`config.mk`:
```
export PLATFORM = sky130hd
export DESIGN_NAME = datapath_seq_ctrl
export DESIGN_NICKNAME = d
export VERILOG_FILES = /design/src/rtl/dpseq_pkg.sv /design/src/rtl/dpseq_cmd_fifo.sv /design/src/rtl/datapath_seq_ctrl.sv
export SDC_FILE = /design/constraint.sdc
export NUM_CORES = 1
export LEC_CHECK = 0
export BUFFER_PORTS_ARGS = -buffer_cell sky130_fd_sc_hd__buf_2
export CORE_MARGIN = 8
export CORE_UTILIZATION = 30
export DETAILED_ROUTE_END_ITERATION = 16
export PLACE_DENSITY_LB_ADDON = 0.15
export SYNTH_ARGS = -nofsm -noshare
export SYNTH_HDL_FRONTEND = slang
export SYNTH_SLANG_ARGS = --single-unit
```
`constraint.sdc`:
```
create_clock -name wb_clk_i -period 1.6 [get_ports wb_clk_i]
set_input_delay 0.08 -clock wb_clk_i [delete_from_list [all_inputs] [get_ports wb_clk_i]]
set_output_delay 0.08 -clock wb_clk_i [all_outputs]
set_load 0.01 [all_outputs]
```
`src/rtl/dpseq_pkg.sv`:
```
// Shared types for the datapath sequencer: opcodes, FSM states, command bundle.
// Command widths here set the default DATA_W / ADDR_W of the top.
package dpseq_pkg;

  localparam int DPSEQ_DATA_W = 16;
  localparam int DPSEQ_ADDR_W = 3;
  localparam int FIFO_DEPTH   = 4;

  typedef enum logic [1:0] {
    OP_ADD   = 2'b00,
    OP_SUB   = 2'b01,
    OP_LOADI = 2'b10,
    OP_MOVE  = 2'b11
  } op_e;

  typedef enum logic [1:0] {
    S_IDLE,
    S_READ,
    S_EXEC,
    S_WRITE
  } state_e;

  typedef struct packed {
    op_e                     op;
    logic [DPSEQ_ADDR_W-1:0] rd;
    logic [DPSEQ_ADDR_W-1:0] rs1;
    logic [DPSEQ_ADDR_W-1:0] rs2;
    logic [DPSEQ_DATA_W-1:0] imm;
  } cmd_t;

  function automatic logic [15:0] sat_inc(
    input logic [15:0] v
  );
    return (v == 16'hFFFF) ? v : v + 16'd1;
  endfunction

endpackage

```
`src/rtl/dpseq_cmd_fifo.sv`:
```
// Small synchronous command FIFO for the datapath sequencer.
// Head entry is presented combinationally on rdata while not empty.
module dpseq_cmd_fifo
  import dpseq_pkg::*;
(
  input  logic clk,
  input  logic rst,
  input  logic push,
  input  logic pop,
  input  cmd_t wdata,
  output cmd_t rdata,
  output logic full,
  output logic empty
);

  localparam int PW = $clog2(FIFO_DEPTH);
  localparam int CW = PW + 1;

  cmd_t          mem [FIFO_DEPTH];
  logic [PW-1:0] wp;
  logic [PW-1:0] rp;
  logic [CW-1:0] cnt;
  logic          do_push;
  logic          do_pop;

  assign full    = (cnt == CW'(FIFO_DEPTH));
  assign empty   = (cnt == '0);
  assign do_push = push && !full;
  assign do_pop  = pop && !empty;
  assign rdata   = mem[rp];

  always_ff @(posedge clk or posedge rst) begin
    if (rst) begin
      wp  <= '0;
      rp  <= '0;
      cnt <= '0;
    end else begin
      if (do_push) wp <= wp + PW'(1);
      if (do_pop)  rp <= rp + PW'(1);
      if (do_push && !do_pop)
        cnt <= cnt + CW'(1);
      else if (do_pop && !do_push)
        cnt <= cnt - CW'(1);
    end
  end

  always_ff @(posedge clk) begin
    if (do_push) mem[wp] <= wdata;
  end

endmodule

```
`src/rtl/datapath_seq_ctrl.sv`:
```
// Sequencer driving an external regfile and adder: READ -> EXEC -> WRITE.
// Define DPSEQ_CMD_FIFO_EN for a 4-entry command FIFO in front of the FSM.
module datapath_seq_ctrl
  import dpseq_pkg::*;
#(
  parameter int DATA_W = DPSEQ_DATA_W,
  parameter int ADDR_W = DPSEQ_ADDR_W
) (
  input  logic              wb_clk_i,
  input  logic              wb_rst_i,
  input  logic              cmd_valid,
  output logic              cmd_ready,
  input  logic [1:0]        cmd_op,
  input  logic [ADDR_W-1:0] cmd_rd,
  input  logic [ADDR_W-1:0] cmd_rs1,
  input  logic [ADDR_W-1:0] cmd_rs2,
  input  logic [DATA_W-1:0] cmd_imm,
  output logic [ADDR_W-1:0] rf_ra_addr,
  output logic [ADDR_W-1:0] rf_rb_addr,
  input  logic [DATA_W-1:0] rf_ra_data,
  input  logic [DATA_W-1:0] rf_rb_data,
  output logic [DATA_W-1:0] alu_a,
  output logic [DATA_W-1:0] alu_b,
  output logic              alu_sub,
  input  logic [DATA_W-1:0] alu_sum,
  input  logic              alu_cout,
  output logic              rf_we,
  output logic [ADDR_W-1:0] rf_wa,
  output logic [DATA_W-1:0] rf_wd,
  output logic              busy,
  output logic              done_pulse,
  output logic [DATA_W-1:0] result,
  output logic              carry,
  output logic [15:0]       op_count
);

  state_e            state;
  op_e               cur_op;
  logic [ADDR_W-1:0] cur_rd;
  cmd_t              incoming;
  cmd_t              start_cmd;
  logic              accept;
  logic              start;

  assign incoming = '{
    op:  op_e'(cmd_op),
    rd:  cmd_rd,
    rs1: cmd_rs1,
    rs2: cmd_rs2,
    imm: cmd_imm
  };

`ifdef DPSEQ_CMD_FIFO_EN
  logic full;
  logic empty;
  logic push;
  logic pop;
  logic bypass;
  cmd_t head;

  // An idle FSM with nothing queued takes the command directly.
  assign cmd_ready = !full && !wb_rst_i;
  assign accept    = cmd_valid && cmd_ready;
  assign pop       = (state == S_IDLE) && !empty;
  assign bypass    = accept && (state == S_IDLE) && empty;
  assign push      = accept && !bypass;
  assign start     = pop || bypass;
  assign start_cmd = pop ? head : incoming;
  assign busy      = (state != S_IDLE) || !empty;

  dpseq_cmd_fifo u_fifo (
    .clk   (wb_clk_i),
    .rst   (wb_rst_i),
    .push  (push),
    .pop   (pop),
    .wdata (incoming),
    .rdata (head),
    .full  (full),
    .empty (empty)
  );
`else
  assign cmd_ready = (state == S_IDLE) && !wb_rst_i;
  assign accept    = cmd_valid && cmd_ready;
  assign start     = accept;
  assign start_cmd = incoming;
  assign busy      = (state != S_IDLE);
`endif

  always_comb begin
    alu_a   = '0;
    alu_b   = '0;
    alu_sub = 1'b0;
    if (state == S_EXEC) begin
      alu_a   = rf_ra_data;
      alu_b   = (cur_op == OP_MOVE) ? '0 : rf_rb_data;
      alu_sub = (cur_op == OP_SUB);
    end
  end

  always_ff @(posedge wb_clk_i or posedge wb_rst_i) begin
    if (wb_rst_i) begin
      state      <= S_IDLE;
      cur_op     <= OP_ADD;
      cur_rd     <= '0;
      rf_ra_addr <= '0;
      rf_rb_addr <= '0;
      rf_we      <= 1'b0;
      rf_wa      <= '0;
      rf_wd      <= '0;
      done_pulse <= 1'b0;
      result     <= '0;
      carry      <= 1'b0;
      op_count   <= '0;
    end else begin
      rf_ra_addr <= '0;
      rf_rb_addr <= '0;
      rf_we      <= 1'b0;
      rf_wa      <= '0;
      rf_wd      <= '0;
      done_pulse <= 1'b0;
      unique case (state)
        S_IDLE: begin
          if (start) begin
            cur_op <= start_cmd.op;
            cur_rd <= start_cmd.rd;
            if (start_cmd.op == OP_LOADI) begin
              state      <= S_WRITE;
              rf_we      <= 1'b1;
              rf_wa      <= start_cmd.rd;
              rf_wd      <= start_cmd.imm;
              done_pulse <= 1'b1;
              result     <= start_cmd.imm;
              carry      <= 1'b0;
            end else begin
              state      <= S_READ;
              rf_ra_addr <= start_cmd.rs1;
              rf_rb_addr <= start_cmd.rs2;
            end
          end
        end
        S_READ: begin
          state <= S_EXEC;
        end
        S_EXEC: begin
          state      <= S_WRITE;
          result     <= alu_sum;
          carry      <= alu_cout;
          rf_we      <= 1'b1;
          rf_wa      <= cur_rd;
          rf_wd      <= alu_sum;
          done_pulse <= 1'b1;
        end
        S_WRITE: begin
          state    <= S_IDLE;
          op_count <= sat_inc(op_count);
        end
      endcase
    end
  end

endmodule

```
==> results.sh, run 1 <==
export IMPL_p_leak_nw=2.83
export IMPL_detailed_place_area_sq_um=4290
export IMPL_syn_cell_area_sq_um=3050
export IMPL_die_area_sq_um=13700
export IMPL_hp_class="input port to flip-flop"
export IMPL_area_share_of_the_largest_cell_type_after_synthesis=0.541
export IMPL_timing_max_transition_violations_final=0
export IMPL_arrival_ps=1950
export IMPL_yosys_warnings=0
export IMPL_antenna_left=0
export IMPL_clk_pin_slew_worst_paths_ps=70
export IMPL_grt_pass1_wl_mm=15.9
export IMPL_max_freq_mhz=595
export IMPL_r2r_end="result[12]"
export IMPL_grt_util_all_layers=0.150
export IMPL_post_synth_main_area_contributors="dfrtp_1, and2_1, mux2i_1, a22o_1, a21oi_1"
export IMPL_clock_skew_final_ps=11.4
export IMPL_clkSinkCount=66
export IMPL_insertion_delay_ps=340
export IMPL_worst_slew_margin_rel=0.757
export IMPL_grt_antenna_before_repair=0
export IMPL_drive_above_1_share=0.556
export IMPL_path_class="flip-flop to flip-flop"
export IMPL_avgViaCountPerCell=4.56
export IMPL_critical_path_max_stage_delay_ps=400
export IMPL_setup_viol=56
export IMPL_timing_critical_path_to_type="flip-flop"
export IMPL_worst_setup_path_start_kind="flip-flop"
export IMPL_die_width_um=117
export IMPL_failed_checks="setup timing"
export IMPL_dpl_hpwl_mm=6.95
export IMPL_postSynthRegisterBits=66
export IMPL_r2r_worst_path_cells=9
export IMPL_detail_route_drc_violations=0
export IMPL_crit_share_post_route=1.05
export IMPL_ys_seq_area_frac=0.541
export IMPL_yosys_area_top_type="dfrtp_1"
export IMPL_cap_violations=0
export IMPL_number_of_fill_cells_in_the_layout=886
export IMPL_clock_tree_from_tritoncts="yes"
export IMPL_detail_route_wl_per_cell_um=16.0
export IMPL_worst_path_max_fanout=8
export IMPL_finalWirelength_mm=11.0
export IMPL_critical_path_endpoint="result[12]"
export IMPL_drt_initial_drc_count=70
export IMPL_final_min_clock_period_ps=1680
export IMPL_cp_max_stage_cell="dfrtp_1"
export IMPL_layout_cells_most_common="buf_2"
export IMPL_clock_path_buffers=2
export IMPL_finalNetCount=629
export IMPL_top_level_ports=174
export IMPL_count_of_final_hold_check_violations=0
export IMPL_mostFrequentLayoutCells="buf_2, dfrtp_1, dlygate4sd3_1, buf_4, buf_6"
export IMPL_gp_weighted_congestion=0.760
export IMPL_syn_num_nets=359
export IMPL_yosysUniqueCellTypes=40
export IMPL_ff2ff_setup_slack_ps=-80
export IMPL_root_buffer="clkbuf_8"
export IMPL_detailed_route_via_count=3121
export IMPL_pre_cts_slack_ps=-6.82
export IMPL_rsz0062_at_grt="yes"
export IMPL_rows=37
export IMPL_floorplan_initialDensity=0.303
export IMPL_drt_pre_antenna_iters=4
export IMPL_postSynthAreaPerCell_sq_um=11.1
export IMPL_place_inst=597
export IMPL_numPortBuffers=173
export IMPL_count_of_inserted_antenna_diode_cells=0
export IMPL_core_sq_um=10100
export IMPL_grt_max_degree=67
export IMPL_hold_path_startpoint="cmd_valid"
export IMPL_outcome="finished, violations left"
export IMPL_post_route_util=0.562
export IMPL_stdcell_count=685
export IMPL_finalInstanceArea_sq_um=5670
export IMPL_synthesis_instances=275
export IMPL_die_h_um=117
export IMPL_layout_setup_ws_ps=-81.3
export IMPL_crit_path_start="state[1]"
export IMPL_worst_ep_required_time_ps=1870
export IMPL_overall_power_mw=8.63
export IMPL_grt_pass1_vias=3303
export IMPL_power_density_normalized_to_cell_area_nw_per_um2=1520
export IMPL_clock_tree_htree_level_count=3
export IMPL_globalRoute_totalOverflow=0
export IMPL_beginning_of_the_worst_register_to_register_path="state[1]"
export IMPL_worstPathCellList="buf_4, inv_2, ha_4, nand3b_1, o22ai_4, buf_12, clkbuf_16, nor2_1, a21oi_1"
export IMPL_syn2layout_area_growth_pct=85.7
export IMPL_tightestPinTransition_ps=364
export IMPL_ir_drop_uv=736
export IMPL_cts_made_buffers=9
## flip-flops by register name, summed over array words and instances (netlist names), 2 cells and up
name	flops
result	16
rf_ra_addr	3
cur_rd	3
rf_wa	3
state	2
cur_op	2
op_count	16
rf_wd	16
rf_rb_addr	3
## synthesized netlist by cell type (all sizes together)
cell type / n
nor3: 3
o211ai: 1
nor2: 24
mux2: 6
ha: 5
nand3b: 1
nand2b: 1
nor2b: 1
o22ai: 1
o21a: 2
xnor2: 8
o2111a: 1
xor2: 2
or3b: 1
nand2: 7
and2b: 1
and2: 38
a22o: 19
and3: 2
mux2i: 18
and4: 3
a21oi: 20
nand3: 3
dfrtp: 66
clkbuf: 5
or4: 1
inv: 9
o21ai: 4
a2bb2oi: 1
buf: 9
or3: 1
nand4: 11
## timing repair
item	in CTS	in global routing
hold endpoints to repair	97	0
pin swaps	18	10
setup buffers	5	14
cloned	2	7
setup endpoints to repair	35	85
resized for setup	36	55
hold buffers	45	0
## final cells by class
class                      instances  area (sq um)  share of cell area
inverter                           9          40.0             0.00706
timing repair buffer             273          2130               0.376
sequential                        66          1660               0.292
clock buffer                      13           169              0.0298
clock inverter                     2          35.0             0.00618
tap                              136           170              0.0300
multi-input combinational        186          1470               0.259
## power by group
| part | internal, mW | switching, mW | leakage, nW |
|---|---|---|---|
| logic | 2.59 | 2.10 | 1.89 |
| registers | 2.20 | 0.271 | 0.835 |
| clock network | 0.838 | 0.633 | 0.106 |
| total | 5.63 | 3.00 | 2.83 |
## per-stage QoR
stage	setup TNS, ps	hold slack [ps]
floorplan	-176	208
global placement	0	263
detailed placement	-9.66	269
CTS	-1300	94.7
global route	-8840	125
finish	-3070	119
## how the worst min path moves through the flow
stage | depth (start not counted) | end
detailed placement | 3 | rf_wd[13]
global route | 4 | state[1]
CTS | 4 | state[1]
floorplan | 1 | cmd_ready
global placement | 3 | rf_wd[13]
finish | 4 | state[1]
## metal layers
metal	wire length (um)	vias to the layer above	GRT usage
li1	-	1503	-
met1	4500	1487	0.172
met2	5390	120	0.252
met3	899	11	0.0416
met4	178	0	0.0725
met5	0	-	0
## cells by family after synthesis
family	after synthesis	synth area share
compound gates	49	0.113
xor+xnor	10	0.0287
fa+ha+maj	5	0.0205
buf+inv	23	0.0332
flops	66	0.541
mux	24	0.0811
simple gates	98	0.182
## worst max-delay path, delay by kind of cell, from the launching register on
kind / cells / cell delay (ps)
simple gates: 2 / 220
fa+ha+maj: 1 / 140
buf+inv: 4 / 540
flops: 1 / 400
compound gates: 2 / 310
Note: power is estimated with default switching activity, not from simulation.
==> inputs of run 2 (changes only) <==
--- a/config.mk
+++ b/config.mk
@@ -8,6 +8,7 @@
 export BUFFER_PORTS_ARGS = -buffer_cell sky130_fd_sc_hd__buf_2
 export CORE_MARGIN = 8
 export CORE_UTILIZATION = 30
+export CTS_BUF_LIST = sky130_fd_sc_hd__clkbuf_4
 export DETAILED_ROUTE_END_ITERATION = 16
 export PLACE_DENSITY_LB_ADDON = 0.15
 export SYNTH_ARGS = -nofsm -noshare
==> results.sh, run 2 (synthesized netlist as in run 1, its figures left out) <==
export IMPL_outcome="finished, violations left"
export IMPL_failed_checks="setup timing"
export IMPL_clock_tree_htree_level_count=3
export IMPL_clock_path_buffers=2
export IMPL_insertion_delay_ps=400
export IMPL_worst_setup_path_start_kind="flip-flop"
export IMPL_root_buffer="clkbuf_4"
export IMPL_p_leak_nw=2.70
export IMPL_overall_power_mw=7.82
export IMPL_timing_critical_path_to_type="primary output"
export IMPL_layout_setup_ws_ps=-119
export IMPL_critical_path_max_stage_delay_ps=390
export IMPL_finalInstanceArea_sq_um=5390
export IMPL_critPathTopFamily="buffers and inverters"
export IMPL_detailed_place_area_sq_um=4290
export IMPL_gp_weighted_congestion=0.760
export IMPL_clock_skew_final_ps=14.3
export IMPL_arrival_ps=1640
export IMPL_core_sq_um=10100
export IMPL_mostFrequentLayoutCells="buf_2, dfrtp_1, dlygate4sd3_1, buf_4, buf_6"
export IMPL_worst_path_max_fanout=8
export IMPL_cap_violations=0
export IMPL_worst_slew_margin_rel=0.758
export IMPL_grt_pass1_vias=3318
export IMPL_globalRoute_totalOverflow=0
export IMPL_finalHoldWorstSlack_ps=64.9
export IMPL_die_area_sq_um=13700
export IMPL_path_class="flip-flop to primary output"
export IMPL_layout_cells_most_common="buf_2"
export IMPL_number_of_fill_cells_in_the_layout=935
export IMPL_numPortBuffers=173
export IMPL_die_width_um=117
export IMPL_clock_tree_from_tritoncts="yes"
export IMPL_grt_max_degree=67
export IMPL_post_route_util=0.534
export IMPL_dpl_hpwl_mm=6.95
export IMPL_final_min_clock_period_ps=1720
export IMPL_worst_hold_path_num_cells=4
export IMPL_grt_pass1_wl_mm=15.8
export IMPL_multi_input_area_sq_um=1460
export IMPL_clk_pin_slew_worst_paths_ps=90
export IMPL_tightestPinTransition_ps=363
export IMPL_crit_path_start="state[1]"
export IMPL_rows=37
export IMPL_stdcell_count=675
export IMPL_top_level_ports=174
export IMPL_finalNetCount=618
export IMPL_detailed_route_via_count=3083
export IMPL_antenna_left=0
export IMPL_timing_critical_path_mode_cell="buf_6"
export IMPL_floorplan_initialDensity=0.303
export IMPL_biggestRegsByFlops="op_count x16, result x16, rf_wd x16"
export IMPL_worstPathCellList="buf_6, ha_4, inv_4, a21oi_4, buf_6, and2_4, buf_6"
export IMPL_cp_max_stage_cell="dfrtp_1"
export IMPL_worst_ep_required_time_ps=1520
export IMPL_syn2layout_area_growth_pct=76.4
export IMPL_die_h_um=117
export IMPL_critical_path_buf_inv_count=4
export IMPL_detail_route_drc_violations=0
export IMPL_timing_critical_path_depth=7
export IMPL_pre_cts_slack_ps=-6.82
export IMPL_aggregate_negative_setup_slack_ps=-3850
export IMPL_power_density_normalized_to_cell_area_nw_per_um2=1450
export IMPL_avgViaCountPerCell=4.57
export IMPL_timing_max_transition_violations_final=0
export IMPL_cts_made_buffers=9
export IMPL_beginning_of_the_worst_register_to_register_path="state[1]"
export IMPL_hp_class="input port to flip-flop"
export IMPL_r2r_worst_path_cells=6
export IMPL_rsz0062_at_grt="yes"
export IMPL_max_freq_mhz=582
export IMPL_place_inst=597
export IMPL_setup_viol=59
export IMPL_drive_above_1_share=0.533
export IMPL_drt_initial_drc_count=86
export IMPL_ir_drop_uv=699
export IMPL_detail_route_wl_per_cell_um=15.5
export IMPL_hold_path_startpoint="cmd_valid"
export IMPL_clkSinkCount=66
export IMPL_finalWirelength_mm=10.5
export IMPL_crit_share_post_route=1.07
export IMPL_drt_pre_antenna_iters=4
export IMPL_grt_antenna_before_repair=1
export IMPL_sequential_cell_area_sq_um=1660
export IMPL_grt_util_all_layers=0.149
export IMPL_count_of_final_hold_check_violations=0
## run 2: path summary, 6_finish.rpt
check                               endpoint  slack [ps]
worst max-delay path                alu_b[0]        -120
worst min-delay path                state[1]          60
worst max register to register  op_count[14]         -90
worst min register to register      rf_wa[2]         500
max in group asynchronous        op_count[4]         900
min in group asynchronous          rf_wd[13]         380
## run 2: tightest hold or removal path: stages
cell,delay (ps)
buf_2,110
a21oi_2,80
nand2_1,60
o21ai_0,70
## run 2: routing by layer
layer	up-vias	track usage	share of wire
met5	-	0	0
met2	112	0.254	0.48
met4	0	0.0674	0.014
li1	1486	-	-
met1	1475	0.170	0.42
met3	10	0.0416	0.079
## run 2: cell type report
type,instances,area share
antenna,1,0.000465
tap,136,0.0316
multi-input combinational,186,0.270
clock buffer,10,0.0139
inverter,9,0.00790
sequential,66,0.307
clock inverter,5,0.00859
timing repair buffer,262,0.360
## run 2: report_power, final
group / switching, mW / leakage, nW / internal, mW
combinational: 2.00 / 1.80 / 2.30
sequential: 0.267 / 0.835 / 2.19
clock: 0.582 / 0.0688 / 0.470
## run 2: what timing repair did
item,CTS,global route
cloned,2,4
endpoints found under the setup margin,38,89
hold buffers,45,0
gates resized for setup,35,42
pin swaps,18,12
endpoints found under the hold margin,112,0
buffers inserted,5,6
